`config.mk`:
```
export PLATFORM = sky130hd
export DESIGN_NAME = spi_sclk_gen
export DESIGN_NICKNAME = d
export VERILOG_FILES = /design/src/rtl/spi_sclk_gen.sv
export SDC_FILE = /design/constraint.sdc
export NUM_CORES = 1
export LEC_CHECK = 0
export ABC_CLOCK_PERIOD_IN_PS = 2700
export CAP_MARGIN = 20
export CORE_AREA = 2 2 113 60
export DETAILED_ROUTE_END_ITERATION = 8
export DIE_AREA = 0 0 115 62
export PLACE_DENSITY_LB_ADDON = 0.25
export SLEW_MARGIN = 0
export SYNTH_ARGS = -nofsm -noshare
export SYNTH_HDL_FRONTEND = slang
export SYNTH_SLANG_ARGS = --single-unit
```
`constraint.sdc`:
```
create_clock -name CLK -period 2.7 [get_ports CLK]
set_input_delay 0.54 -clock CLK [delete_from_list [all_inputs] [get_ports CLK]]
set_output_delay 0.54 -clock CLK [all_outputs]
set_load 0.01 [all_outputs]
```
`src/rtl/spi_sclk_gen.sv`:
```
// spi_sclk_gen: runtime-programmable SPI serial clock and shift/sample strobe generator.
// Latency: Busy from the accepting edge t0; Sclk toggles at t0+k*(Div+1), k=1..2*Nbits; Done at t0+(2*Nbits+1)*(Div+1).
// Backpressure: none; Start is accepted only in IDLE, and a Start seen while Busy is dropped (not queued).
//
// Ports:
//   CLK, RSTn           clock (posedge) and asynchronous active-low reset
//   Start               transfer request, accepted only while idle
//   Div, Cpol, Cpha,    half-period minus one, idle clock level, clock phase and
//   Nbits               bit count; all latched on an accepted Start
//   Abort               synchronous cancel (present only when SPI_SCLK_ABORT_EN is defined)
//   Busy, Done          transfer in progress / one-cycle end-of-transfer pulse
//   Sclk                registered SPI clock
//   Shift_Stb           one-cycle pulse: present the next MOSI bit
//   Sample_Stb          one-cycle pulse: capture the MISO bit
//
// Optional feature macro: SPI_SCLK_ABORT_EN (adds the Abort port and cancel path).

module spi_sclk_gen #(
    parameter int   DIV_W    = 8,
    parameter int   NBITS_W  = 6,
    parameter logic RST_CPOL = 1'b0
) (
    input  logic               CLK,
    input  logic               RSTn,
    input  logic               Start,
    input  logic [DIV_W-1:0]   Div,
    input  logic               Cpol,
    input  logic               Cpha,
    input  logic [NBITS_W-1:0] Nbits,
`ifdef SPI_SCLK_ABORT_EN
    input  logic               Abort,
`endif
    output logic               Busy,
    output logic               Done,
    output logic               Sclk,
    output logic               Shift_Stb,
    output logic               Sample_Stb
);

    typedef enum logic [1:0] {IDLE, SETUP, RUN, HOLD} state_t;

    localparam logic [DIV_W-1:0] HCNT_ONE = 1;
    localparam logic [NBITS_W:0] ECNT_ONE = 1;

    state_t               state, state_n;
    logic [DIV_W-1:0]     hcnt, hcnt_n;
    logic [NBITS_W:0]     ecnt, ecnt_n;     // Sclk toggles issued so far
    logic [DIV_W-1:0]     div_l;
    logic [NBITS_W-1:0]   nbits_l;
    logic                 cpol_l, cpha_l;
    logic                 latch;
    logic                 sclk_n, shift_n, sample_n, done_n;
    logic                 tc;
    logic [NBITS_W:0]     k;                // index of the toggle being issued
    logic [NBITS_W:0]     last_k;           // 2*Nbits_l

    assign tc     = (hcnt == div_l);
    assign k      = ecnt + ECNT_ONE;
    assign last_k = {nbits_l, 1'b0};
    assign Busy   = (state != IDLE);

    always_ff @(posedge CLK or negedge RSTn) begin
        if (!RSTn) begin
            state      <= IDLE;
            hcnt       <= '0;
            ecnt       <= '0;
            div_l      <= '0;
            nbits_l    <= '0;
            cpol_l     <= RST_CPOL;
            cpha_l     <= 1'b0;
            Sclk       <= RST_CPOL;
            Shift_Stb  <= 1'b0;
            Sample_Stb <= 1'b0;
            Done       <= 1'b0;
        end else begin
            state      <= state_n;
            hcnt       <= hcnt_n;
            ecnt       <= ecnt_n;
            Sclk       <= sclk_n;
            Shift_Stb  <= shift_n;
            Sample_Stb <= sample_n;
            Done       <= done_n;
            if (latch) begin
                div_l   <= Div;
                nbits_l <= Nbits;
                cpol_l  <= Cpol;
                cpha_l  <= Cpha;
            end
        end
    end

    always_comb begin
        state_n  = state;
        hcnt_n   = hcnt;
        ecnt_n   = ecnt;
        sclk_n   = Sclk;
        shift_n  = 1'b0;
        sample_n = 1'b0;
        done_n   = 1'b0;
        latch    = 1'b0;

        case (state)
            IDLE: begin
                sclk_n = Cpol;
                if (Start) begin
                    latch  = 1'b1;
                    ecnt_n = '0;
                    if (Nbits == '0) begin
                        // Empty transfer: preload hcnt to the terminal value so
                        // HOLD ends on the very next edge (Done at t0+1).
                        hcnt_n  = Div;
                        state_n = HOLD;
                    end else begin
                        hcnt_n  = '0;
                        state_n = SETUP;
                        // CPHA=0: first MOSI bit must be valid before the leading edge.
                        shift_n = ~Cpha;
                    end
                end
            end
            SETUP: begin
                sclk_n = cpol_l;
                if (tc) begin
                    // End of setup half-period is also the first (leading) toggle.
                    hcnt_n  = '0;
                    sclk_n  = ~cpol_l;
                    ecnt_n  = ECNT_ONE;
                    state_n = RUN;
                    if (cpha_l) shift_n  = 1'b1;
                    else        sample_n = 1'b1;
                end else begin
                    hcnt_n = hcnt + HCNT_ONE;
                end
            end
            RUN: begin
                if (tc) begin
                    hcnt_n = '0;
                    sclk_n = ~Sclk;
                    ecnt_n = k;
                    if (k[0]) begin
                        // leading edge
                        if (cpha_l) shift_n  = 1'b1;
                        else        sample_n = 1'b1;
                    end else begin
                        // trailing edge; CPHA=0 has no bit to present after the last one
                        if (cpha_l)           sample_n = 1'b1;
                        else if (k != last_k) shift_n  = 1'b1;
                    end
                    if (k == last_k) state_n = HOLD;
                end else begin
                    hcnt_n = hcnt + HCNT_ONE;
                end
            end
            HOLD: begin
                sclk_n = cpol_l;
                if (tc) begin
                    hcnt_n  = '0;
                    done_n  = 1'b1;
                    state_n = IDLE;
                end else begin
                    hcnt_n = hcnt + HCNT_ONE;
                end
            end
            default: begin
                state_n = IDLE;
                hcnt_n  = '0;
                ecnt_n  = '0;
            end
        endcase

`ifdef SPI_SCLK_ABORT_EN
        // Cancel wins over any terminal count in the same cycle.
        if (Abort && state != IDLE) begin
            state_n  = IDLE;
            hcnt_n   = '0;
            ecnt_n   = '0;
            sclk_n   = cpol_l;
            shift_n  = 1'b0;
            sample_n = 1'b0;
            done_n   = 1'b0;
        end
`endif
    end

endmodule
```
==> results of run 1 <==
==> cells in the final DEF (no fill, tap or decap), types with 5 or more instances in the layout <==
cell | synthesis | layout
ha_1 | 8 | 8
mux2_2 | 16 | 16
a21oi_1 | 6 | 6
o21ai_0 | 20 | 20
dfrtp_1 | 37 | 37
xnor2_1 | 15 | 15
nor2_1 | 20 | 20
clkdlybuf4s50_1 | 0 | 22
clkbuf_16 | 0 | 5
nand2_1 | 11 | 11
inv_1 | 8 | 8
xor2_1 | 5 | 5
and3_1 | 5 | 5
nand3_1 | 6 | 6
==> flip-flops by register name (all words and copies together), names as in the netlist <==
| register | cells |
|---|---|
| Done | 1 |
| Sample_Stb | 1 |
| Sclk | 1 |
| Shift_Stb | 1 |
| cpha_l | 1 |
| cpol_l | 1 |
| div_l | 8 |
| ecnt | 7 |
| hcnt | 8 |
| nbits_l | 6 |
| state | 2 |
==> layout make-up <==
class / count / area, um^2
timing repair buffer: 27 / 255
sequential: 37 / 926
clock buffer: 7 / 153
fill: 625 / 3740
multi-input combinational: 155 / 1100
inverter: 8 / 30.0
tap: 80 / 100
clock inverter: 1 / 5.00
==> power groups by stage <==
stage                     clock (mW)  combinational (mW)  sequential [mW]
after floorplan                    0               0.821            0.897
after global placement             0                1.10            0.939
after detailed placement           0                1.11            0.945
after CTS                      0.642                1.12            0.937
after global routing           0.667                1.25            0.971
final                          0.621                1.12            0.935
==> Yosys cell counts <==
cell       number  area, um^2
a21o_1          1        7.51
mux2i_1         2        20.0
clkbuf_2        1        5.00
nand3_1         6        30.0
a21oi_1         6        30.0
o2bb2ai_1       1        8.76
nand3b_1        1        7.51
nor2_2          1        6.26
or4_1           1        7.51
buf_6           1        11.3
a32o_1          4        40.0
xnor2_1        15         131
o2111ai_1       1        8.76
nor2b_1         1        6.26
xor2_1          5        43.8
mux2_2         16         180
o21ai_0        20         100
and2_1          1        6.26
nor3_1          3        15.0
nand3_2         1        10.0
nand4_1         4        25.0
o22ai_1         2        12.5
nor3b_1         1        7.51
or4_4           1        11.3
dfrtp_1        37         926
clkbuf_1        4        15.0
or2_2           1        6.26
nor4_1          1        6.26
ha_1            8         100
nand2b_1        2        12.5
nand4bb_1       1        11.3
o21ai_1         1        5.00
o31ai_1         1        7.51
a31oi_1         2        12.5
nor2_1         20        75.1
a21oi_2         1        8.76
a221oi_1        2        17.5
nand2_1        11        41.3
or3b_2          1        8.76
a22o_1          3        26.3
and3_1          5        31.3
o32a_1          1        10.0
inv_1           8        30.0
==> stage by stage <==
stage                     power, mW   util  worst slack, ps  area (um^2)  cells
final                          2.68  0.407              460         2560    315
after global routing           2.89  0.407              257         2560    315
after CTS                      2.70  0.407              444         2560    315
after detailed placement       2.05  0.382              463         2410    307
after global placement         2.04  0.382              482         2410    307
after floorplan                1.72      -              765         2080    206
==> routing by layer <==
layer | global-route usage | routed length, um | vias up
met5 | 0 | 0 | -
met4 | 0.0757 | 91 | 0
met3 | 0.0504 | 338 | 8
met2 | 0.162 | 1610 | 43
met1 | 0.258 | 2880 | 779
li1 | - | - | 793
==> cell families after synthesis <==
logic type | count (synthesis)
AO/OA/AOI/OAI | 46
XOR/XNOR | 20
adder cells (fa/ha/maj) | 8
buffers and inverters | 14
flip-flops | 37
multiplexers | 18
AND/OR/NAND/NOR | 63
==> worst max-delay path by stage <==
| stage | startpoint | endpoint | slack (ps) | cells past startpoint |
|---|---|---|---|---|
| after floorplan | ecnt[0] | state[1] | 760 | 7 |
| after global placement | ecnt[0] | state[1] | 480 | 7 |
| after detailed placement | Start | ecnt[4] | 460 | 6 |
| after CTS | state[0] | Busy | 440 | 4 |
| after global routing | ecnt[0] | state[1] | 260 | 7 |
| final | ecnt[0] | state[1] | 460 | 7 |
==> results.cfg, run 1 <==
[worst_setup_path]
crit_family = simple AND/OR/NAND/NOR gates
critical_path.cell_chain = ha_1 -> nand3_1 -> nor2_1 -> o21ai_0 -> or4_4 -> a21oi_2 -> mux2i_1
crit_type = flop to flop
r2r-end = state[1]
r2r_start = ecnt[0]
cp_max_fo = 7
endpoint_kind = flop
r2r_slack_ps = 460
critPathLaunchType = flop
cp.arrival_ps = 2450
cpMaxStageDelayCell = or4_4
r2r_cells = 7
path_buf_inv = 0
required_ps = 2910
critPathMaxStageDelay_ps = 580

[clock_tree]
clock_path_buffers = 2
post_cts_buffers = 0
cts_tree = done
htree_levels = 2
cts_resized = 0
hold_buffers = 0
clk_pin_slew_ps = 50
clkLatencyLatePin_ps = 290
cts_sinks = 37
cts_root_buf = clkbuf_16
cts_buffers = 5

[die]
die_area_mm2 = 0.00713
initial_core_util = 0.330
die_y_um = 62
core.rowCount = 21
io_pins = 24
die_x_um = 115
core_area_mm2 = 0.00631

[finish]
area_growth_pct = 23.1
layout-drive-gt1-share = 0.149
antenna_cells = 0
final_nets = 261

[pwr]
switching_power_mw = 0.989
switching_share = 0.369
p_comb_frac = 0.418
power_leakage_nw = 1.06
ir_drop_mv = 0.327
clockPowerShare = 0.232
power.internal_mw = 1.69
power_density_mw_per_mm2 = 1040
seqPwrFrac = 0.350

[synth]
synth_xor_area_frac = 0.0841
ys_ff_latch = 37
synthAdderAreaFrac = 0.0480
syn_nets = 233
syn_area_mm2 = 0.00208
seq_area_frac_synth = 0.444
synth.distinct_cells = 43
synth_mux_area_frac = 0.0961
synth_compound_area_frac = 0.142
syn_inst = 206
synthSimpleGateAreaFrac = 0.156
synth_top_family_by_area = simple AND/OR/NAND/NOR gates
yosysWarnings = 0
avgSynthCellArea_um2 = 10.1

[routing]
post_drt_via_cell_ratio = 5.15
firstDrtPassIters = 4
wl_um = 4920
ant_nets = 0
drc = 0
drt_first_iter_violations = 145
wl_per_cell_um = 15.6
route.vias.total = 1623

[grt]
antenna_found_initial = 0
grt_max_degree = 38
grt_first_pass_wirelength_um = 7870
grt.overflow.total = 0
grt_pass1_vias = 1445
grtUsageTotal = 0.156

[worst_hold_path]
hold_path_class = input pin to asynchronous set/reset pin

[placed_design]
dpl.hpwl_um = 3700
port-buffer-count = 23
place_congestion = 0.854

[sta]
fin_hold_ws_ps = 353
finalSetupTns_ps = 0
setup_viol = 0
drv_slew = 0
finalCriticalPeriod_ps = 2240
fin_skew_ps = 5.13
hold_viol_final = 0
rsz0062_at_grt = false
worst_slew_pin_slew_ps = 832
maxSlewHeadroom = 0.445
period_share = 0.830
max_freq_ghz = 0.446

[flow_run]
drv_cap = 0

[status]
status = completed
(Power assumes the default switching activity.)
==> run 2: changes to the inputs <==
--- a/config.mk
+++ b/config.mk
@@ -5,7 +5,7 @@
 export SDC_FILE = /design/constraint.sdc
 export NUM_CORES = 1
 export LEC_CHECK = 0
-export ABC_CLOCK_PERIOD_IN_PS = 2700
+export ABC_CLOCK_PERIOD_IN_PS = 2100
 export CAP_MARGIN = 20
 export CORE_AREA = 2 2 113 60
 export DETAILED_ROUTE_END_ITERATION = 8
==> constraint.sdc (replaced) <==
create_clock -name CLK -period 2.1 [get_ports CLK]
set_input_delay 0.42 -clock CLK [delete_from_list [all_inputs] [get_ports CLK]]
set_output_delay 0.42 -clock CLK [all_outputs]
set_load 0.01 [all_outputs]
==> results.cfg, run 2 (same netlist as run 1, synthesis figures left out) <==
[worst_setup_path]
r2r_slack_ps = 110
cp.arrival_ps = 2200
cpMaxStageDelayCell = or4_4
crit_type = flop to flop
required_ps = 2310
endpoint = state[1]
endpoint_kind = flop
startpoint = ecnt[0]
cp_max_fo = 6
critPathMaxStageDelay_ps = 560
critPathLaunchType = flop
critical_path.cell_chain = ha_4 -> nand4bb_1 -> o2111ai_1 -> o21ai_0 -> or4_4 -> a21oi_2 -> mux2i_1
r2r-end = state[1]
r2r_cells = 7
r2r_start = ecnt[0]

[grt]
grt_first_pass_wirelength_um = 8240
grtUsageTotal = 0.159
grt_pass1_vias = 1583
antenna_found_initial = 0
grt_max_degree = 38
grt.overflow.total = 0

[sta]
max_freq_ghz = 0.503
maxSlewHeadroom = 0.669
worst_slack_ps = 112
hold_viol_final = 0
finalCriticalPeriod_ps = 1990
drv_slew = 0
period_share = 0.947
fin_skew_ps = 5.01
rsz0062_at_grt = false
finalSetupTns_ps = 0
setup_viol = 0
worst_slew_pin_slew_ps = 495

[die]
die_y_um = 62
die_area_mm2 = 0.00713
io_pins = 24
core.rowCount = 21
die_x_um = 115
core_area_mm2 = 0.00631
initial_core_util = 0.330

[routing]
drc = 0
wl_um = 5170
ant_nets = 0
route.vias.total = 1667
drt_first_iter_violations = 121
wl_per_cell_um = 15.9
post_drt_via_cell_ratio = 5.11
firstDrtPassIters = 4

[placed_design]
pre_cts_ws_ps = 46.7
dpl.hpwl_um = 3950
placedCellCount = 317
port-buffer-count = 23
place_congestion = 0.865

[finish]
final_nets = 272
antenna_cells = 0
stdcell_count = 326
final_common_cell = dfrtp_1
area_growth_pct = 28.2
final_cell_mix = dfrtp_1 (37), clkdlybuf4s50_1 (21), o21ai_0 (20), nor2_1 (19), mux2_2 (16)
reg_top3 = div_l: 8 flops, hcnt: 8 flops, ecnt: 7 flops
layout-drive-gt1-share = 0.199
n_fill_cell = 612

[clock_tree]
clkLatencyLatePin_ps = 290
cts_tree = done
clk_pin_slew_ps = 60
clock_path_buffers = 2
cts_sinks = 37
htree_levels = 2
cts_buffers = 5
cts_root_buf = clkbuf_16

[pwr]
ir_drop_mv = 0.519
power_leakage_nw = 1.11
power_density_mw_per_mm2 = 1340

[status]
status = completed

[flow_run]
drv_cap = 0

[worst_hold_path]
hold_path_class = input pin to asynchronous set/reset pin
==> run 2: cell count changes in the layout (fill, tap and decap cells not counted), sizes merged <==
| cell | change |
|---|---|
| clkinv | +1 |
| clkbuf | -1 |
| clkdlybuf4s50 | -1 |
| dlymetal6s2s | +1 |
| buf | +11 |
==> run 2: timing repair <==
item,4_1_cts,5_1_grt
endpoints found under the hold margin,0,0
buffers inserted,1,0
endpoints found under the setup margin,1,4
resized for setup,0,7
hold buffers,0,0
==> run 2: power by group <==
group | switching [mW] | internal, mW
clock network | 0.292 | 0.436
registers | 0.236 | 0.964
logic | 0.828 | 0.829
total | 1.36 | 2.23
==> run 2: per-layer routing <==
layer  wire length, um  part of all wire  vias to the layer above  GRT usage
met1              2830              0.55                      789      0.257
met2              1830              0.35                       54      0.193
met5                 0                 0                        -          0
li1                  -                 -                      819          -
met4                41            0.0079                        0     0.0413
met3               467             0.090                        5     0.0495
==> run 2: worst min path at each step <==
stage | startpoint | to | slack [ps]
6_report | RSTn | Sample_Stb | 170
5_1_grt | RSTn | Sample_Stb | 230
4_1_cts | RSTn | Sample_Stb | 210
3_5_place_dp | RSTn | Sample_Stb | 510
3_3_place_gp | RSTn | Sample_Stb | 500
2_1_floorplan | RSTn | Done | 120
==> run 2: layout make-up <==
type	instances	area [um^2]	share of cell area
clock inverters	2	10.0	0.00375
inverters	8	30.0	0.0112
clock buffers	6	129	0.0483
repair buffers	38	353	0.132
multi-input cells	155	1120	0.420
flip-flops and latches	37	926	0.347
well taps	80	100	0.0375
==> run 2: worst max-delay path: cells and delay by family, from the launching register on <==
family          cells  cell delay (ps)
compound gates      3              420
mux                 1              190
flops               1              440
fa+ha+maj           1              200
simple gates        2              680
==> run 2: per-stage QoR <==
stage               total power [mW]   util  hold WS [ps]  area, um^2
global route                    3.86  0.423           226        2670
CTS                             3.58  0.419           208        2640
floorplan                       2.21      -           124        2080
finish                          3.58  0.423           174        2670
global placement                2.80  0.396           504        2490
detailed placement              2.81  0.396           509        2490
